File: src/rtl/axi_lite_reg_bridge.sv
// axi_lite_reg_bridge: AXI4-Lite slave that turns AXI reads and writes into
// single-outstanding requests on a simple req/ack register bus.
// AW, W and AR each have a one-entry holding register. When a read and a write
// are both pending, they are served in round-robin order.
// Optional feature macro: AXI_LITE_REG_BRIDGE_TIMEOUT_EN. When it is defined, a
// request that gets no ack within TIMEOUT_CYCLES cycles completes with SLVERR.
module axi_lite_reg_bridge #(
  parameter int ADDR_W         = 32,
  parameter int DATA_W         = 32,
  parameter int TIMEOUT_CYCLES = 256
) (
  input  logic                  clk,
  input  logic                  rst,
  input  logic [ADDR_W-1:0]     s_awaddr,
  input  logic [2:0]            s_awprot,
  input  logic                  s_awvalid,
  output logic                  s_awready,
  input  logic [DATA_W-1:0]     s_wdata,
  input  logic [DATA_W/8-1:0]   s_wstrb,
  input  logic                  s_wvalid,
  output logic                  s_wready,
  output logic [1:0]            s_bresp,
  output logic                  s_bvalid,
  input  logic                  s_bready,
  input  logic [ADDR_W-1:0]     s_araddr,
  input  logic [2:0]            s_arprot,
  input  logic                  s_arvalid,
  output logic                  s_arready,
  output logic [DATA_W-1:0]     s_rdata,
  output logic [1:0]            s_rresp,
  output logic                  s_rvalid,
  input  logic                  s_rready,
  output logic                  reg_req,
  output logic                  reg_we,
  output logic [ADDR_W-1:0]     reg_addr,
  output logic [DATA_W-1:0]     reg_wdata,
  output logic [DATA_W/8-1:0]   reg_wstrb,
  input  logic                  reg_ack,
  input  logic [DATA_W-1:0]     reg_rdata,
  input  logic                  reg_err
);

  localparam int STRB_W = DATA_W / 8;

  typedef enum logic [2:0] {
    ST_IDLE    = 3'd0,
    ST_WR_REQ  = 3'd1,
    ST_WR_RESP = 3'd2,
    ST_RD_REQ  = 3'd3,
    ST_RD_RESP = 3'd4
  } state_t;

  state_t              r_state;
  logic                r_last_rd;   // 0: the last transaction served was a write
  logic                r_aw_full;
  logic                r_w_full;
  logic                r_ar_full;
  logic [ADDR_W-1:0]   r_awaddr;
  logic [DATA_W-1:0]   r_wdata;
  logic [STRB_W-1:0]   r_wstrb;
  logic [ADDR_W-1:0]   r_araddr;

  logic                w_serve_wr;
  logic                w_serve_rd;
  logic                w_timeout;
  logic                w_aw_full_nxt;
  logic                w_w_full_nxt;
  logic                w_ar_full_nxt;
  logic                w_unused;

  // The protection bits are not used by this bridge.
  assign w_unused = &{1'b0, s_awprot, s_arprot, (TIMEOUT_CYCLES >= 1)};

  // Choose which pending transaction IDLE starts; a tie goes to the type not served last.
  always_comb begin
    w_serve_wr = 1'b0;
    w_serve_rd = 1'b0;
    if (r_state == ST_IDLE) begin
      if (r_aw_full && r_w_full && r_ar_full) begin
        if (r_last_rd) begin
          w_serve_wr = 1'b1;
        end else begin
          w_serve_rd = 1'b1;
        end
      end else if (r_aw_full && r_w_full) begin
        w_serve_wr = 1'b1;
      end else if (r_ar_full) begin
        w_serve_rd = 1'b1;
      end else begin
        w_serve_wr = 1'b0;
      end
    end else begin
      w_serve_rd = 1'b0;
    end
  end

  // Next-state full flags: a handshake fills an entry and the FSM empties it.
  always_comb begin
    w_aw_full_nxt = r_aw_full;
    w_w_full_nxt  = r_w_full;
    w_ar_full_nxt = r_ar_full;
    if (s_awvalid && s_awready) begin
      w_aw_full_nxt = 1'b1;
    end else if (w_serve_wr) begin
      w_aw_full_nxt = 1'b0;
    end else begin
      w_aw_full_nxt = r_aw_full;
    end
    if (s_wvalid && s_wready) begin
      w_w_full_nxt = 1'b1;
    end else if (w_serve_wr) begin
      w_w_full_nxt = 1'b0;
    end else begin
      w_w_full_nxt = r_w_full;
    end
    if (s_arvalid && s_arready) begin
      w_ar_full_nxt = 1'b1;
    end else if (w_serve_rd) begin
      w_ar_full_nxt = 1'b0;
    end else begin
      w_ar_full_nxt = r_ar_full;
    end
  end

  // Holding registers, their full flags and the registered readies.
  always_ff @(posedge clk or posedge rst) begin
    if (rst) begin
      r_aw_full <= 1'b0;
      r_w_full  <= 1'b0;
      r_ar_full <= 1'b0;
      r_awaddr  <= '0;
      r_wdata   <= '0;
      r_wstrb   <= '0;
      r_araddr  <= '0;
      s_awready <= 1'b0;
      s_wready  <= 1'b0;
      s_arready <= 1'b0;
    end else begin
      r_aw_full <= w_aw_full_nxt;
      r_w_full  <= w_w_full_nxt;
      r_ar_full <= w_ar_full_nxt;
      s_awready <= ~w_aw_full_nxt;
      s_wready  <= ~w_w_full_nxt;
      s_arready <= ~w_ar_full_nxt;
      if (s_awvalid && s_awready) r_awaddr <= s_awaddr;
      if (s_wvalid && s_wready) begin
        r_wdata <= s_wdata;
        r_wstrb <= s_wstrb;
      end
      if (s_arvalid && s_arready) r_araddr <= s_araddr;
    end
  end

`ifdef AXI_LITE_REG_BRIDGE_TIMEOUT_EN
  localparam int CNT_W = $clog2(TIMEOUT_CYCLES + 1);
  logic [CNT_W-1:0] r_to_cnt;

  // The timeout fires on the cycle in which the wait count would reach TIMEOUT_CYCLES.
  assign w_timeout = (r_to_cnt == CNT_W'(TIMEOUT_CYCLES - 1));

  // Count the cycles without an ack while a request is outstanding.
  always_ff @(posedge clk or posedge rst) begin
    if (rst) begin
      r_to_cnt <= '0;
    end else if (w_serve_wr || w_serve_rd) begin
      r_to_cnt <= '0;
    end else if ((r_state == ST_WR_REQ || r_state == ST_RD_REQ) && !reg_ack) begin
      r_to_cnt <= r_to_cnt + CNT_W'(1);
    end
  end
`else
  assign w_timeout = 1'b0;
`endif

  // Main transaction FSM, with the register-bus and response outputs registered.
  always_ff @(posedge clk or posedge rst) begin
    if (rst) begin
      r_state   <= ST_IDLE;
      r_last_rd <= 1'b0;
      reg_req   <= 1'b0;
      reg_we    <= 1'b0;
      reg_addr  <= '0;
      reg_wdata <= '0;
      reg_wstrb <= '0;
      s_bvalid  <= 1'b0;
      s_bresp   <= 2'b00;
      s_rvalid  <= 1'b0;
      s_rresp   <= 2'b00;
      s_rdata   <= '0;
    end else begin
      case (r_state)
        ST_IDLE: begin
          if (w_serve_rd) begin
            r_state   <= ST_RD_REQ;
            reg_req   <= 1'b1;
            reg_we    <= 1'b0;
            reg_addr  <= r_araddr;
            reg_wdata <= '0;
            reg_wstrb <= '0;
          end else if (w_serve_wr) begin
            r_state   <= ST_WR_REQ;
            reg_req   <= 1'b1;
            reg_we    <= 1'b1;
            reg_addr  <= r_awaddr;
            reg_wdata <= r_wdata;
            reg_wstrb <= r_wstrb;
          end
        end
        ST_WR_REQ: begin
          if (reg_ack) begin
            reg_req  <= 1'b0;
            s_bresp  <= reg_err ? 2'b10 : 2'b00;
            s_bvalid <= 1'b1;
            r_state  <= ST_WR_RESP;
          end else if (w_timeout) begin
            reg_req  <= 1'b0;
            s_bresp  <= 2'b10;
            s_bvalid <= 1'b1;
            r_state  <= ST_WR_RESP;
          end
        end
        ST_RD_REQ: begin
          if (reg_ack) begin
            reg_req  <= 1'b0;
            s_rresp  <= reg_err ? 2'b10 : 2'b00;
            s_rdata  <= reg_rdata;
            s_rvalid <= 1'b1;
            r_state  <= ST_RD_RESP;
          end else if (w_timeout) begin
            reg_req  <= 1'b0;
            s_rresp  <= 2'b10;
            s_rdata  <= '0;
            s_rvalid <= 1'b1;
            r_state  <= ST_RD_RESP;
          end
        end
        ST_WR_RESP: begin
          if (s_bready) begin
            s_bvalid  <= 1'b0;
            r_last_rd <= 1'b0;
            r_state   <= ST_IDLE;
          end
        end
        ST_RD_RESP: begin
          if (s_rready) begin
            s_rvalid  <= 1'b0;
            r_last_rd <= 1'b1;
            r_state   <= ST_IDLE;
          end
        end
        default: begin
          r_state <= ST_IDLE;
        end
      endcase
    end
  end

endmodule

File: config.mk
export PLATFORM = sky130hd
export DESIGN_NAME = axi_lite_reg_bridge
export DESIGN_NICKNAME = d
export VERILOG_FILES = /design/src/rtl/axi_lite_reg_bridge.sv
export SDC_FILE = /design/constraint.sdc
export NUM_CORES = 1
export LEC_CHECK = 0
export ABC_AREA = 1
export CAP_MARGIN = 5
export CORE_ASPECT_RATIO = 1.1
export CORE_MARGIN = 4
export CORE_UTILIZATION = 35
export CTS_CLUSTER_SIZE = 28
export DETAILED_ROUTE_END_ITERATION = 10
export GPL_TIMING_DRIVEN = 1
export RECOVER_POWER = 25
export SETUP_SLACK_MARGIN = 0.05
export SYNTH_ARGS = -nofsm -noshare
export SYNTH_HDL_FRONTEND = slang
export SYNTH_SLANG_ARGS = --single-unit
File: constraint.sdc
create_clock -name clk -period 10.5 [get_ports clk]
set_input_delay 2.1 -clock clk [delete_from_list [all_inputs] [get_ports clk]]
set_output_delay 2.1 -clock clk [all_outputs]
set_load 0.02 [all_outputs]
==> impl_results.md, run 1 <==
* Worst EP arrival at between 6 and 7 ns
* Reg2Reg Depth at 6
* Endpoints failing hold at 0
* Clock Skews at between 0.015 and 0.02 ns
* Setup violations, final at 0
* First-pass GRT wire length at approximately 36 mm
* Synth Instances at around 960
* Worst hold path stage count at 2
* Clk pwr share at between 20% and 30%
* Wire length after detailed routing at 22.7 mm
* Design area at around 12000 um^2
* Clock sink count at approximately 220
* Dpl hpwl at 14.1 mm
* Final Slew Violations at 100
* Grt ovf at 0
* Combinational share of power at ~42%
* HP Class: flop to flop
* TritonCTS buffer count at 24
* Max-Cap Viols at 2
* IO Port Bufs at 249
* Compound-gate portion of the synthesized area at roughly a tenth
* F_max at around 150 MHz
* Share of layout cells above drive strength 1 at 5.28%
* Combinational family with the most area after synthesis: simple AND/OR/NAND/NOR gates
* Crit-path cells: nor2_1, nand4_1, nand2_1, inv_4, nand2_1, nand2_1
* Crit Path Class: flop to flop
* Core Region at 24500 um^2
* R2r setup slk at between 4 and 5 ns
* Chip height at ~170 um
* Pwr dens at approximately 310 nW/um^2
* Sequential share of the synthesized area at 62.0%
* Layout fillers at about 2300
* Area growth syn-to-layout at 39.0%
* Postcts setup bufs at 0
* Minimum hold slack at approximately 0.47 ns
* Hold buffer count at cts at 0
* Routed wire per std cell at roughly 15 um
* Status: complete, but fails checks
* Row cnt at 60
* Post-Synth XOR/XNOR Area at 0%
* Largest net degree at the start of global routing at 135
* Vias in the first global route at between 6000 and 7000
* Clock root cell: clkbuf_16
* Initial antenna violation count at 1
* Detail-routed via count per cell at roughly 4.5
* Top-Level Pins at ~260
* Slowest CP cell: nand2_1
* Overall power at about 3.8 mW
* Netlist cell types at 26
* Startpoint class of the critical path: flop
* Residual DRC count at 0
* RSZ-0062 raised after global routing: no
* Crit path max fanout at 63
* Power share of the sequential group at 36.2%
* Final core utilization at slightly below 50%
* Simple-gate area share of the yosys netlist at 16.4%
* Clk_lat worst skew at between 0.5 and 0.6 ns
* DR iter-0 viols at between 300 and 400
* Multiplexer area fraction after synthesis at less than 1%
* Failing checks: capacitance limit, slew limit
* Min Tclk post-route at approximately 6.5 ns
* Crit end category: flop
* Avg Inst Size Synth at 9.05 um^2
* Initial Util at around 36%
* Chip width at around 160 um
* Worst slew margin at -81.9%
* Die ar. at 27500 um^2
* Synthesized cell area at just under 9000 um^2
* Min-delay src: reg_wdata[29]$_DFFE_PP0P_
* Synthesized flop and latch total at about 220
* Antenna Violating Nets Remaining at 0
* Clk slew on worst S/H paths at ~0.060 ns
* Dpl cell area at around 11000 um^2
* Delay-heaviest family, CP: simple AND/OR/NAND/NOR gates
* Internal at around 2.3 mW
* Diodes inserted at 0
* Net Sw Power at 1.44 mW
* Yosys warnings at 0
* Max Buffers Root-to-Sink at 3
* Net Sw Frac at about two fifths
* Gr usage total at between 10% and 20%
* Worst-margin pin slew at between 2 and 3 ns
* Reg2reg start: r_state[1]$_DFFE_PP0P_
* Critical path's most frequent cell: nand2_1
* Reg-to-reg endpoint: reg_addr[26]$_DFFE_PP0P_
* Setup TNS at 0 ns
* CP Data Required Time at about 11 ns
* DR vias at a little under 7000
* Hold Path End: reg_wdata[29]$_DFFE_PP0P_
* Routability cong. at 0.765
* TritonCTS clock tree: built
* Pre-antenna DRT Iters at 4
* Post-CTS Resized at 0
* Crit share post-route at about 61%
* VDD IR max at about 210 uV
* Static Leak at between 5 and 6 nW
* Buf/Inv on CP at 1
* Slowest stage delay, CP at between 2 and 3 ns
* Adder-cell share of the synthesized area at 0%
* Fin nets at roughly 1300
* Stages on worst setup path at 6
* H-tree depth at 1
==> registers in the layout, indices dropped and copies added (netlist names), 3 cells and up <==
name       cells
reg_addr      32
r_awaddr      32
reg_wstrb      4
r_wstrb        4
r_wdata       32
reg_wdata     32
s_rdata       32
r_state        3
r_araddr      32
==> cell families after synthesis <==
| logic type | count (synthesis) |
|---|---|
| buf+inv | 223 |
| compound gates | 165 |
| mux | 6 |
| other cells | 1 |
| flops | 216 |
| simple gates | 353 |
==> cells in the final DEF (no fill, tap or decap), types with 25 or more instances in the layout <==
cell type and instances:
dfrtp_1 216, inv_1 168, a21oi_1 34, nor2_1 34
nand3_1 40, o21ai_0 81, clkdlybuf4s50_1 245, o22ai_1 30
nand2_1 272, clkbuf_16 25
==> cell type report <==
cell class                 count  area (um^2)  share of cell area (%)
inverter                     174          663                    5.47
timing repair buffer         253         2520                    20.8
sequential                   216         5410                    44.6
tap                          310          388                    3.20
clock inverter                 5         25.0                   0.207
clock buffer                  38          754                    6.23
multi-input combinational    526         2360                    19.5
==> synthesized netlist by cell type <==
| cell | number | share of area, % |
|---|---|---|
| conb_1 | 1 | 0.043 |
| buf_1 | 3 | 0.13 |
| mux2_2 | 6 | 0.77 |
| buf_2 | 6 | 0.34 |
| nand3_1 | 40 | 2.3 |
| dfrtp_1 | 216 | 62 |
| nand2_2 | 1 | 0.072 |
| nand2_4 | 2 | 0.26 |
| nor2_1 | 33 | 1.4 |
| buf_4 | 10 | 0.86 |
| nand2_1 | 271 | 12 |
| clkbuf_1 | 24 | 1.0 |
| o22ai_1 | 30 | 2.2 |
| nor2_4 | 1 | 0.13 |
| nand4_4 | 1 | 0.24 |
| a21oi_1 | 34 | 2.0 |
| o21ai_2 | 5 | 0.50 |
| nor2_2 | 2 | 0.14 |
| inv_2 | 2 | 0.086 |
| inv_4 | 1 | 0.072 |
| nand4_1 | 1 | 0.072 |
| o21ai_1 | 15 | 0.86 |
| o21ai_0 | 81 | 4.6 |
| buf_6 | 6 | 0.77 |
| nand3_2 | 1 | 0.11 |
| inv_1 | 171 | 7.4 |
==> stage by stage <==
| step | worst slack, ns | cells |
|---|---|---|
| CTS | 6.55 | 1522 |
| finish | 4.05 | 1522 |
| floorplan | 2.49 | 965 |
| global placement | 6.00 | 1479 |
| detailed placement | 6.01 | 1479 |
| global route | 3.38 | 1522 |
==> worst max-delay path by stage <==
stage | start | slack (ns) | to
floorplan | rst | 2.49 | r_ar_full$_DFF_PP0_
global placement | rst | 6.00 | s_rdata[17]$_DFFE_PP0P_
detailed placement | rst | 6.01 | s_rdata[15]$_DFFE_PP0P_
CTS | rst | 6.55 | s_rdata[16]$_DFFE_PP0P_
global route | r_state[1]$_DFFE_PP0P_ | 3.38 | reg_addr[26]$_DFFE_PP0P_
finish | r_state[1]$_DFFE_PP0P_ | 4.05 | reg_addr[26]$_DFFE_PP0P_
==> per-layer routing <==
| layer | vias to the layer above | wire length (um) | track usage [%] |
|---|---|---|---|
| met5 | - | 13 | 0 |
| met4 | 2 | 408 | 3.55 |
| met3 | 31 | 1870 | 5.12 |
| met2 | 181 | 10600 | 26.7 |
| met1 | 3201 | 9870 | 21.3 |
| li1 | 3419 | - | - |
==> worst reg2reg max path: stages (launching register included) <==
cell and delay [ns]:
dfrtp_1 0.45, nor2_1 0.30, nand4_1 1.59, nand2_1 2.84, inv_4 0.80, nand2_1 0.27
nand2_1 0.08
==> power groups by stage <==
stage	logic, mW	clock network, mW	registers (mW)
after global routing	1.79	0.885	1.42
after floorplan	0.798	0	1.58
after global placement	1.59	0	1.38
final	1.59	0.821	1.37
after detailed placement	1.61	0	1.38
after CTS	1.62	0.849	1.38
Power figures use the tool's default switching activity.
==> inputs of run 2 (changes only) <==
==> constraint.sdc (replaced) <==
create_clock -name clk -period 6.42 [get_ports clk]
set_input_delay 1.284 -clock clk [delete_from_list [all_inputs] [get_ports clk]]
set_output_delay 1.284 -clock clk [all_outputs]
set_load 0.02 [all_outputs]
==> impl_results.md, run 2 (synthesis results as in run 1) <==
* Detail-routed via count per cell at 4.50 (+0.29%)
* Worst EP arrival at 4.10 ns (-2.73 ns)
* Worst-margin pin slew at 2.74 ns (+0.0213 ns)
* Setup TNS at 0 ns (unchanged)
* Crit path max fanout at 112 (+78%)
* Worst setup path end: reg_wdata[20]$_DFFE_PP0P_
* Clk pwr share at 25.0% (+3.3 points)
* Stages on worst setup path at 3 (-3)
* Endpoints failing hold at 0 (unchanged)
* RSZ-0062 raised after global routing: no
* Share of layout cells above drive strength 1 at 5.92% (+0.64 points)
* Static Leak at 6.00 nW (+0.99%)
* Worst slew margin at -82.8% (-0.98 points)
* Postcts setup bufs at 0 (unchanged)
* WL met2 at 10.3 mm (-2.3%)
* Commonest non-fill, non-tap cell in the layout: nand2_1
* Internal at 4.05 mW (+73%)
* Clock root cell: clkbuf_16
* Crit Path Class: input pin to async pin
* Layout fillers at 2303 (-2.0%)
* Top-Level Pins at 258 (unchanged)
* Clock sink count at 216 (unchanged)
* Antenna Violating Nets Remaining at 0 (unchanged)
* Pre-antenna DRT Iters at 7 (+3)
* DR iter-0 viols at 316 (-6.0%)
* Buf/Inv on CP at 3 (+2)
* Routed wire per std cell at 14.9 um (about the same)
* Setup violations, final at 0 (unchanged)
* Critical path origin: rst
* First-pass GRT wire length at 36.5 mm (+0.36%)
* R2r setup slk at 2.66 ns (-1.39 ns)
* Slowest CP cell: clkbuf_2
* Net Sw Frac at 37.1% (-0.90 points)
* Min Tclk post-route at 4.08 ns
* Largest net degree at the start of global routing at 113 (-16%)
* Residual DRC count at 0 (unchanged)
* Pwr dens at 524 nW/um^2 (+68%)
* Combinational share of power at 40.1% (-2.0 points)
* Met3 wire length at 2.23 mm (+19%)
* Net Sw Power at 2.39 mW (+66%)
* Post-CTS Resized at 0 (unchanged)
* Fin nets at 1345 (+0.22%)
* Crit share post-route at between 60% and 70%
* HP Class: flop to flop
* Initial Util at 35.6% (unchanged)
* IO Port Bufs at 249 (unchanged)
* Routability cong. at 0.789 (+3.0%)
* TritonCTS buffer count at 25 (+4.2%)
* Wire length after detailed routing at 22.8 mm (+0.22%)
* Reg2reg start: r_state[1]$_DFFE_PP0P_
* CP Data Required Time at 6.44 ns (-4.43 ns)
* Vias in the first global route at 6924 (+0.16%)
* Row cnt at 60 (unchanged)
* Reg2Reg Depth at 8 (+2)
* Clk slew on worst S/H paths at 0.06 ns (about the same)
* Power share of the sequential group at 34.9% (-1.3 points)
* Final Slew Violations at 187 (+87%)
* Max Buffers Root-to-Sink at 3 (unchanged)
* Overall power at 6.44 mW (+70%)
* Area growth syn-to-layout at 41.1%
* Startpoint class of the critical path: input pin
* Max-Cap Viols at 3 (+1)
* Grt ovf at 0 (unchanged)
* Clock Skews at 0.00783 ns (-0.0107 ns)
* Slowest stage delay, CP at 1.93 ns (-0.91 ns)
* DR vias at 6872 (+0.56%)
* Chip width at 158 um (unchanged)
* F_max at between 200 and 250 MHz
* Failing checks: capacitance limit, slew limit
* M1 wire length at 9.81 mm (-0.66%)
* Crit-path cells: dlygate4sd3_1, clkinvlp_2, clkbuf_2
* VDD IR max at 238 uV (+13%)
* Hold buffer count at cts at 0 (unchanged)
* Status: complete, but fails checks
* Core Region at 24500 um^2 (unchanged)
* H-tree depth at 1 (unchanged)
* Die ar. at 27500 um^2 (unchanged)
* Final core utilization at 50.3% (+0.75 points)
* Initial antenna violation count at 0 (-1)
* Most frequent cells in the layout: nand2_1 (272), clkdlybuf4s50_1 (245), dfrtp_1 (216), inv_1 (168), o21ai_0 (81)
* Top Metal Used: met4
* Dpl hpwl at 14.4 mm (+1.6%)
* Reg-to-reg endpoint: reg_we$_DFFE_PP0P_
* Chip height at 174 um (unchanged)
* Crit end category: async pin
* Delay-heaviest family, CP: buffers and inverters
* Gr usage total at 16.2% (-0.083 points)
* Clk_lat worst skew at 0.51 ns (about the same)
* TritonCTS clock tree: built
* Diodes inserted at 0 (unchanged)
[run 2: power by group through the flow]
stage / registers, mW / logic (mW) / clock network, mW
2_1_floorplan: 2.59 / 1.31 / 0
3_3_place_gp: 2.26 / 2.60 / 0
3_5_place_dp: 2.27 / 2.64 / 0
4_1_cts: 2.26 / 2.65 / 1.66
5_1_grt: 2.32 / 2.89 / 1.72
6_report: 2.25 / 2.58 / 1.61
[run 2: how the worst min path moves through the flow]
stage	from	to	slack [ns]	depth (start not counted)
floorplan	r_wdata[26]$_DFFE_PP0P_	reg_wdata[26]$_DFFE_PP0P_	0.44	2
global placement	s_bvalid$_DFFE_PP0P_	s_bvalid$_DFFE_PP0P_	0.46	2
detailed placement	s_bvalid$_DFFE_PP0P_	s_bvalid$_DFFE_PP0P_	0.46	2
CTS	r_wdata[29]$_DFFE_PP0P_	reg_wdata[29]$_DFFE_PP0P_	0.47	2
global route	s_bvalid$_DFFE_PP0P_	s_bvalid$_DFFE_PP0P_	0.50	2
finish	reg_wdata[29]$_DFFE_PP0P_	reg_wdata[29]$_DFFE_PP0P_	0.47	2
[run 2: final cells by class]
type | count | area (um^2) | share of cell area [%]
inverter | 174 | 657 | 5.34
sequential | 216 | 5410 | 43.9
timing repair buffer | 255 | 2530 | 20.6
clock inverter | 15 | 262 | 2.13
multi-input combinational | 526 | 2370 | 19.3
clock buffer | 30 | 684 | 5.56
tap | 310 | 388 | 3.15
[run 2: stage by stage]
stage | instance area [um^2] | setup WS (ns) | hold WS (ns) | cells
2_1_floorplan | 8730 | 2.32 | 0.443 | 965
3_3_place_gp | 11400 | 3.37 | 0.455 | 1481
3_5_place_dp | 11400 | 3.34 | 0.458 | 1481
4_1_cts | 12300 | 3.34 | 0.473 | 1526
5_1_grt | 12300 | 1.71 | 0.495 | 1526
6_report | 12300 | 2.34 | 0.466 | 1526
[run 2: layer usage]
metal  track usage, %  up-vias
met5                0        -
met1             21.7     3218
met4             3.55        0
met3             5.44       37
met2             25.8      200
li1                 -     3417
[run 2: worst reg2reg max path: stages, from the launching register on]
cell	delay, ns
dfrtp_1	0.45
nor2_1	0.38
nand2_2	0.11
inv_2	0.07
nand2_1	0.83
nand2_4	1.09
inv_4	0.46
nand2_1	0.15
nand2_1	0.05
==> inputs of run 3 (changes only) <==
==> constraint.sdc (replaced) <==
create_clock -name clk -period 3.8 [get_ports clk]
set_input_delay 0.76 -clock clk [delete_from_list [all_inputs] [get_ports clk]]
set_output_delay 0.76 -clock clk [all_outputs]
set_load 0.02 [all_outputs]
==> impl_results.md, run 3 (synthesis results as in run 1) <==
* Startpoint class of the critical path: flop
* Detail-routed via count per cell at 4.53 (+0.52%)
* Routed wire per std cell at 14.9 um (-0.20%)
* HP Class: flop to flop
* Static Leak at 6.00 nW (about the same)
* Area growth syn-to-layout at 40.7%
* DR iter-0 viols at 258 (-18%)
* Worst slew margin at 30.1% (+110 points)
* Diodes inserted at 0 (unchanged)
* Share of layout cells above drive strength 1 at 6.15% (+0.23 points)
* Status: complete, no violations
* TritonCTS clock tree: built
* Gr usage total at 16.3% (+0.067 points)
* Most frequent cells in the layout: nand2_1 (270), clkdlybuf4s50_1 (246), dfrtp_1 (216), inv_1 (168), o21ai_0 (81)
* Clock sink count at 216 (unchanged)
* Wire length after detailed routing at 22.8 mm (about the same)
* Slowest stage delay, CP at 0.48 ns (-1.45 ns)
* Post-CTS Resized at 0 (unchanged)
* VDD IR max at 457 uV (+92%)
* Worst EP arrival at 2.70 ns (-1.40 ns)
* Routability cong. at 0.766 (-2.9%)
* Commonest non-fill, non-tap cell in the layout: nand2_1
* Buf/Inv on CP at 2 (-1)
* Top-Level Pins at 258 (unchanged)
* Dpl hpwl at 14.7 mm (+2.2%)
* Clock root cell: clkbuf_16
* Max Buffers Root-to-Sink at 3 (unchanged)
* RSZ-0062 raised after global routing: no
* CP Data Required Time at 4.17 ns (-2.27 ns)
* Antenna Violating Nets Remaining at 0 (unchanged)
* Setup TNS at 0 ns (unchanged)
* Clk slew on worst S/H paths at 0.06 ns (about the same)
* Min Tclk post-route at between 2 and 2.5 ns
* Hold buffer count at cts at 0 (unchanged)
* Vias in the first global route at 6827 (-1.4%)
* Critical path's most frequent cell: nand2_4
* Row cnt at 60 (unchanged)
* Largest net degree at the start of global routing at 82 (-27%)
* Crit end category: flop
* Clk_lat worst skew at 0.52 ns (about the same)
* DR vias at 6921 (+0.71%)
* Pre-antenna DRT Iters at 4 (-3)
* Setup violations, final at 0 (unchanged)
* Chip height at 174 um (unchanged)
* Worst-margin pin slew at 1.05 ns (-1.70 ns)
* Crit path max fanout at 35 (-69%)
* First-pass GRT wire length at 36.6 mm (+0.23%)
* H-tree depth at 1 (unchanged)
* Max-Cap Viols at 0 (-3)
* Final Slew Violations at 0 (-100%)
* Crit Path Class: flop to flop
* Initial Util at 35.6% (unchanged)
* Grt ovf at 0 (unchanged)
* Crit-path cells: nor2_4, nand2_2, inv_2, nand2_4, nand2_4, buf_4, o22ai_1
* F_max at between 400 and 500 MHz
* Pwr dens at 865 nW/um^2 (+65%)
* Core Region at 24500 um^2 (unchanged)
* Clock Skews at 0.0186 ns (+0.0108 ns)
* Die ar. at 27500 um^2 (unchanged)
* Endpoints failing hold at 0 (unchanged)
* TritonCTS buffer count at 24 (-4.0%)
* Slowest CP cell: nand2_4
* Postcts setup bufs at 0 (unchanged)
* Crit share post-route at around three fifths
* Residual DRC count at 0 (unchanged)
* Chip width at 158 um (unchanged)
* Minimum hold slack at 0.474 ns (+0.00889 ns)
* Fin nets at 1348 (+0.22%)
* IO Port Bufs at 249 (unchanged)
* Delay-heaviest family, CP: simple AND/OR/NAND/NOR gates
* Initial antenna violation count at 0 (unchanged)
run 3: changes by cell type in the layout (fill, tap and decap cells not counted), moves of 2 or more:
cell / delta
clkinv_2: +2
clkbuf_8: +2
clkbuf_1: +3
clkinvlp_4: -2
nand2_1: -2
bufinv_16: -5
buf_12: +3
run 3: path summary, 6_finish.rpt:
path	endpoint	slack, ns	from	depth (start not counted)
max in group asynchronous	s_rdata[11]$_DFFE_PP0P_	1.78	rst	4
min reg2reg	reg_wdata[30]$_DFFE_PP0P_	0.47	reg_wdata[30]$_DFFE_PP0P_	2
min	reg_wdata[30]$_DFFE_PP0P_	0.47	reg_wdata[30]$_DFFE_PP0P_	2
max	reg_wdata[7]$_DFFE_PP0P_	1.47	r_state[1]$_DFFE_PP0P_	7
min in group asynchronous	reg_addr[26]$_DFFE_PP0P_	0.84	rst	2
max reg2reg	reg_wdata[7]$_DFFE_PP0P_	1.47	r_state[1]$_DFFE_PP0P_	7
run 3: layout make-up:
| cell class | count | area, um^2 |
|---|---|---|
| inverters | 174 | 657 |
| clock inverters | 10 | 114 |
| repair buffers | 259 | 2600 |
| well taps | 310 | 388 |
| flip-flops and latches | 216 | 5410 |
| fillers | 2308 | 12200 |
| multi-input cells | 526 | 2390 |
| clock buffers | 34 | 719 |
run 3: per-stage QoR:
step	setup slack [ns]	instance area [um^2]	total power [mW]	cells	utilization, %
2_1_floorplan	0.228	8730	6.58	965	-
3_3_place_gp	1.03	11400	8.23	1485	46.8
3_5_place_dp	1.03	11400	8.31	1485	46.8
4_1_cts	1.41	12300	10.8	1529	50.2
5_1_grt	1.27	12300	11.4	1529	50.1
6_report	1.47	12300	10.6	1529	50.1
run 3: worst register-to-register path, delay by kind of cell, from the launching register on:
kind / cells / cell delay, ns
flip-flops: 1 / 0.46
AO/OA/AOI/OAI: 1 / 0.16
buffers and inverters: 2 / 0.56
AND/OR/NAND/NOR: 4 / 1.02
run 3: layer usage:
| metal | share of wire [%] | up-vias | track usage, % |
|---|---|---|---|
| met5 | 0 | - | 0 |
| met1 | 44 | 3267 | 22.4 |
| li1 | - | 3420 | - |
| met4 | 1.6 | 0 | 3.27 |
| met3 | 8.7 | 33 | 5.34 |
| met2 | 45 | 201 | 25.4 |
run 3: where the power goes:
group	internal [mW]	leakage (nW)	switching, mW	total, mW
registers	3.36	2.65	0.453	3.81
logic	1.75	2.93	2.65	4.40
clock network	1.46	0.414	0.953	2.41
total	6.57	6.00	4.05	10.6
